==> config.mk <==
export PLATFORM = sky130hd
export DESIGN_NAME = prog_clk_divider
export DESIGN_NICKNAME = d
export VERILOG_FILES = /design/src/rtl/prog_clk_divider.sv
export SDC_FILE = /design/constraint.sdc
export NUM_CORES = 1
export LEC_CHECK = 0
export CAP_MARGIN = 20
export CELL_PAD_IN_SITES_DETAIL_PLACEMENT = 1
export CELL_PAD_IN_SITES_GLOBAL_PLACEMENT = 1
export CORE_ASPECT_RATIO = 0.75
export CORE_MARGIN = 1
export CORE_UTILIZATION = 44
export DETAILED_ROUTE_END_ITERATION = 10
export GPL_ROUTABILITY_DRIVEN = 0
export HOLD_SLACK_MARGIN = 0.05
export PLACE_DENSITY = 0.95
export SYNTH_ARGS = -nofsm -noshare
export SYNTH_HDL_FRONTEND = slang
export SYNTH_HIERARCHICAL = 1
export SYNTH_SLANG_ARGS = --single-unit
==> constraint.sdc <==
create_clock -name inClk -period 5.2 [get_ports inClk]
set_input_delay 0.52 -clock inClk [delete_from_list [all_inputs] [get_ports inClk]]
set_output_delay 0.52 -clock inClk [all_outputs]
set_load 0.005 [all_outputs]
==> src/rtl/prog_clk_divider.sv <==
// Multi-channel programmable clock divider: per-channel square-wave outputs and tick strobes.
// Divisors are double-buffered and committed only at a terminal count, on sync, or while the channel is frozen.

module prog_clk_divider_ch #(
    parameter int WIDTH       = 28,
    parameter int DEFAULT_DIV = 4,
    parameter int TICK_MODE   = 0
) (
    input  logic             clk,
    input  logic             rst,
    input  logic             run,
    input  logic             settle,
    input  logic             en,
    input  logic             sync,
    input  logic             wr,
    input  logic [WIDTH-1:0] din,
    output logic             out_clk,
    output logic             tick,
    output logic             pend,
    output logic [WIDTH-1:0] cur
);
    logic [WIDTH-1:0] cnt_q, cnt_d;
    logic [WIDTH-1:0] cur_q, cur_d;
    logic [WIDTH-1:0] pval_q, pval_d;
    logic             out_q, out_d;
    logic             tick_q, tick_d;
    logic             pend_q, pend_d;
    logic             commit;

    always_comb begin
        cnt_d  = cnt_q;
        out_d  = out_q;
        tick_d = 1'b0;
        cur_d  = cur_q;
        pend_d = pend_q;
        pval_d = pval_q;
        commit = 1'b0;
        if (run) begin
            if (sync) begin
                cnt_d  = '0;
                out_d  = 1'b1;
                commit = pend_q;
            end else if (en) begin
                if (cnt_q == cur_q) begin
                    cnt_d  = '0;
                    out_d  = ~out_q;
                    tick_d = (TICK_MODE == 0) ? 1'b1 : ~out_q;
                    commit = pend_q;
                end else begin
                    cnt_d = cnt_q + WIDTH'(1);
                end
            end else begin
                // Frozen channel: nothing to wait for, so adopt the new divisor now.
                commit = pend_q;
            end
        end
        if (commit) begin
            cur_d  = pval_q;
            pend_d = 1'b0;
        end
        // A write on a commit edge lands after the old pending value moves out.
        if ((run || settle) && wr) begin
            pval_d = din;
            pend_d = 1'b1;
        end
    end

    always_ff @(posedge clk) begin
        if (rst) begin
            cnt_q  <= '0;
            out_q  <= 1'b1;
            tick_q <= 1'b0;
            cur_q  <= WIDTH'(DEFAULT_DIV);
            pend_q <= 1'b0;
            pval_q <= '0;
        end else begin
            cnt_q  <= cnt_d;
            out_q  <= out_d;
            tick_q <= tick_d;
            cur_q  <= cur_d;
            pend_q <= pend_d;
            pval_q <= pval_d;
        end
    end

    assign out_clk = out_q;
    assign tick    = tick_q;
    assign pend    = pend_q;
    assign cur     = cur_q;
endmodule

module prog_clk_divider #(
    parameter int WIDTH       = 28,
    parameter int NCH         = 2,
    parameter int DEFAULT_DIV = 4,
    parameter int TICK_MODE   = 0
) (
    input  logic                 inClk,
    input  logic                 globalReset,
    input  logic [NCH-1:0]       enable,
    input  logic                 sync,
    input  logic [NCH*WIDTH-1:0] div_in,
    input  logic [NCH-1:0]       div_wr,
    output logic [NCH-1:0]       outClk,
    output logic [NCH-1:0]       tick,
    output logic [NCH-1:0]       div_pend,
    output logic [NCH*WIDTH-1:0] div_cur
);
    typedef enum logic [1:0] {ST_RESET, ST_SETTLE, ST_RUN} state_t;

    // state_q is the state of the next cycle in which globalReset is low.
    state_t state_q, state_d, cur_state;
    logic   run, settle;

    always_comb begin
        state_d = state_q;
        case (state_q)
            ST_SETTLE: state_d = ST_RUN;
            ST_RUN:    state_d = ST_RUN;
            default:   state_d = ST_SETTLE;
        endcase
    end

    always_ff @(posedge inClk) begin
        if (globalReset) state_q <= ST_SETTLE;
        else             state_q <= state_d;
    end

    assign cur_state = globalReset ? ST_RESET : state_q;
    assign run       = (cur_state == ST_RUN);
    assign settle    = (cur_state == ST_SETTLE);

    for (genvar i = 0; i < NCH; i++) begin : g_ch
        prog_clk_divider_ch #(
            .WIDTH      (WIDTH),
            .DEFAULT_DIV(DEFAULT_DIV),
            .TICK_MODE  (TICK_MODE)
        ) u_ch (
            .clk    (inClk),
            .rst    (globalReset),
            .run    (run),
            .settle (settle),
            .en     (enable[i]),
            .sync   (sync),
            .wr     (div_wr[i]),
            .din    (div_in[i*WIDTH +: WIDTH]),
            .out_clk(outClk[i]),
            .tick   (tick[i]),
            .pend   (div_pend[i]),
            .cur    (div_cur[i*WIDTH +: WIDTH])
        );
    end
endmodule

==> impl_metrics.py <==
metrics = {
    "outcome": {
        "outcome": "finished clean",
    },
    "floorplanning": {
        "rows": 42,
        "ios": 125,
        "core_area_mm2": 0.0177,
        "dieHeight_um": 118,
        "die_x_um": 157,
        "start_util_pct": 44.9,
        "dieArea_mm2": 0.0186,
    },
    "worst_setup_path": {
        "crit_path_max_fanout": 12,
        "crit_arrival_ns": 2.95,
        "crit_type": "in2reg",
        "critPathRequiredTime_ns": 5.49,
        "crit_path_start_kind": "input pin",
        "end_kind": "flip-flop",
    },
    "timing": {
        "fmax_mhz": 375,
        "finalCritPeriodShare_pct": 51.3,
        "setup_viol": 0,
        "clock_skew_ns": 0.0137,
        "maxSlewHeadroom_pct": 31.0,
        "tightestPinTransition_ns": 1.04,
        "finalHoldViolations": 0,
        "slew_violations": 0,
        "holdWs_ns": 0.459,
        "period_minus_slack_ns": 2.67,
        "fin_tns_setup_ns": 0,
        "rsz0062_at_grt": "no",
    },
    "drt": {
        "postRouteAntennaNets": 0,
        "met1_length_um": 11200,
        "drcViolationCount": 0,
        "wl_per_cell_um": 21.1,
        "first_pass_iters": 5,
        "drtIter0Drc": 617,
        "dr.max_layer_used": "met4",
        "wl_met3_um": 1710,
        "wl_met2_um": 12300,
        "drt-vias-per-instance": 5.56,
        "dr_total_vias": 6964,
        "wl_um": 26400,
    },
    "global_routing": {
        "grt_overflow": 0,
        "grt_antenna_before_repair": 2,
        "grt_pass1_wl_um": 40900,
        "track_usage_pct": 29.3,
        "grt_max_degree": 127,
        "grt_pass1_vias": 7171,
    },
    "synthesis": {
        "yosys.cell_types.count": 40,
        "synth_warnings": 6,
        "ys.flop_type": "dfxtp_1",
        "ys_ff_latch": 176,
        "netlist.area_leader.share_pct": 44.4,
        "synthTopCellsByArea": "dfxtp_1 44%, nand2b_1 8.8%, xnor2_1 7.7%, mux2i_1 7.1%, nand2_1 7.0%",
        "yosys-top-cells-count": "176 x dfxtp_1, 148 x nand2_1, 112 x nand2b_1",
        "netlist_instances": 894,
        "synth.net_count": 959,
        "async_reset_ff_share_pct": 0,
        "post-synth-top-count-cell": "dfxtp_1",
        "synth_edf_count": 0,
        "syn_area_per_cell_um2": 8.88,
        "synth_seq_area_share_pct": 44.4,
        "synth_top_area_cell": "dfxtp_1",
        "synth_area_mm2": 0.00794,
    },
    "final_layout": {
        "regArea_mm2": 0.00352,
        "syn_to_final_growth_pct": 24.9,
        "nFillCells": 2030,
        "layout.nets": 1062,
        "multi_input_area_mm2": 0.00417,
        "final_core_util_pct": 56.1,
        "final_cell_count_no_fill": 1252,
        "drive_above_1_share_pct": 5.65,
    },
    "clock_network": {
        "clk_transition_reported_paths_ns": 0.07,
        "cts_tree": "yes",
        "cts_max_level": 4,
        "clockBufferDepth": 2,
        "post_cts_resized": 0,
        "postCtsSetupRepairBufs": 0,
        "cts_sinks": 176,
        "ctsHoldBuffers": 0,
        "clock_latency_ns": 0.43,
        "cts_buffers": 17,
        "cts_root_buf": "clkbuf_16",
    },
    "placed_design": {
        "placedCellCount": 1218,
        "port_buffers": 124,
        "hpwl_um": 17500,
    },
    "pwr": {
        "ir_drop_uv": 207,
        "powerDensity_mw_per_mm2": 292,
        "power_mw": 2.89,
        "p_leak_nw": 3.21,
    },
    "run": {
        "maxCapViolCount": 0,
    },
    "min_path": {
        "hp-class": "reg2reg",
    },
}
area by class of cell:
| cell class | instances | share of cell area, % |
|---|---|---|
| Antenna cell | 2 | 0.0505 |
| Clock inverter | 13 | 1.55 |
| Multi-Input combinational cell | 666 | 42.1 |
| Clock buffer | 17 | 4.29 |
| Sequential cell | 176 | 35.6 |
| Inverter | 4 | 0.152 |
| Tap cell | 242 | 3.06 |
| Timing Repair Buffer | 132 | 13.2 |
flip-flops by register name (all words and copies together), names as in the netlist:
register / cells
g_ch.u_ch/out_clk: 2
g_ch.u_ch/cur: 56
g_ch.u_ch/tick: 2
g_ch.u_ch/pend: 2
g_ch.u_ch/cnt_q: 56
g_ch.u_ch/pval_q: 56
state_q: 2
metal layers:
metal,vias to the layer above,GRT usage (%)
met1,3449,37.5
li1,3161,-
met2,266,46.4
met4,0,14.2
met5,-,0
met3,88,6.60
through the flow:
step	instance area [µm²]	setup WS, ns
detailed placement	9300	2.19
global route	9900	2.29
CTS	9880	2.34
finish	9910	2.53
global placement	9300	2.36
floorplan	7940	3.13
worst max-delay path, cell delays in order:
cell and delay, ns:
clkdlybuf4s50_1 0.78, o21ai_1 0.39, nor4_4 0.56, nand3_1 0.24
nor3_1 0.25, xnor2_1 0.16, nor2_1 0.06
path summary, 6_finish.rpt:
check / to / slack [ns] / startpoint / depth (start not counted)
hold reg to reg: g_ch[0].u_ch/pval_q[12] / 0.46 / g_ch[0].u_ch/pval_q[12] / 2
setup / recovery: g_ch[0].u_ch/cnt_q[27] / 2.53 / sync / 7
setup reg to reg: g_ch[0].u_ch/cnt_q[27] / 2.54 / state_q[0] / 9
hold / removal: g_ch[0].u_ch/pval_q[12] / 0.46 / g_ch[0].u_ch/pval_q[12] / 2
layout by cell type, fill, tap and decap left out, types with 3 or more instances in the layout:
cell,instances
a21o_1,3
nor3_1,4
clkdlybuf4s50_1,123
and3_1,6
mux2i_1,56
nand2_1,148
inv_6,5
clkbuf_16,17
nor2_1,70
a21oi_1,63
nand3_1,18
dfxtp_1,176
o21a_1,4
buf_4,7
nand2b_1,112
nor4_4,6
xnor2_1,70
inv_1,4
xor2_1,36
nand4_1,30
logic make-up (layout without fill, tap and decap cells):
kind of cell / after synthesis / count (layout) / synth area share (%)
compound gates: 92 / 92 / 6.65
simple gates: 410 / 410 / 26.6
xor+xnor: 106 / 106 / 11.7
flops: 176 / 176 / 44.4
other cells: 0 / 2 / 0
fa+ha+maj: 2 / 2 / 0.315
mux: 56 / 56 / 7.06
buf+inv: 52 / 166 / 3.31
power breakdown:
group	leakage (nW)	internal, mW	switching, mW
Sequential	1.42	1.38	0.0208
Clock	0.289	0.717	0.571
Combinational	1.50	0.0926	0.110
(Power assumes the default switching activity.)
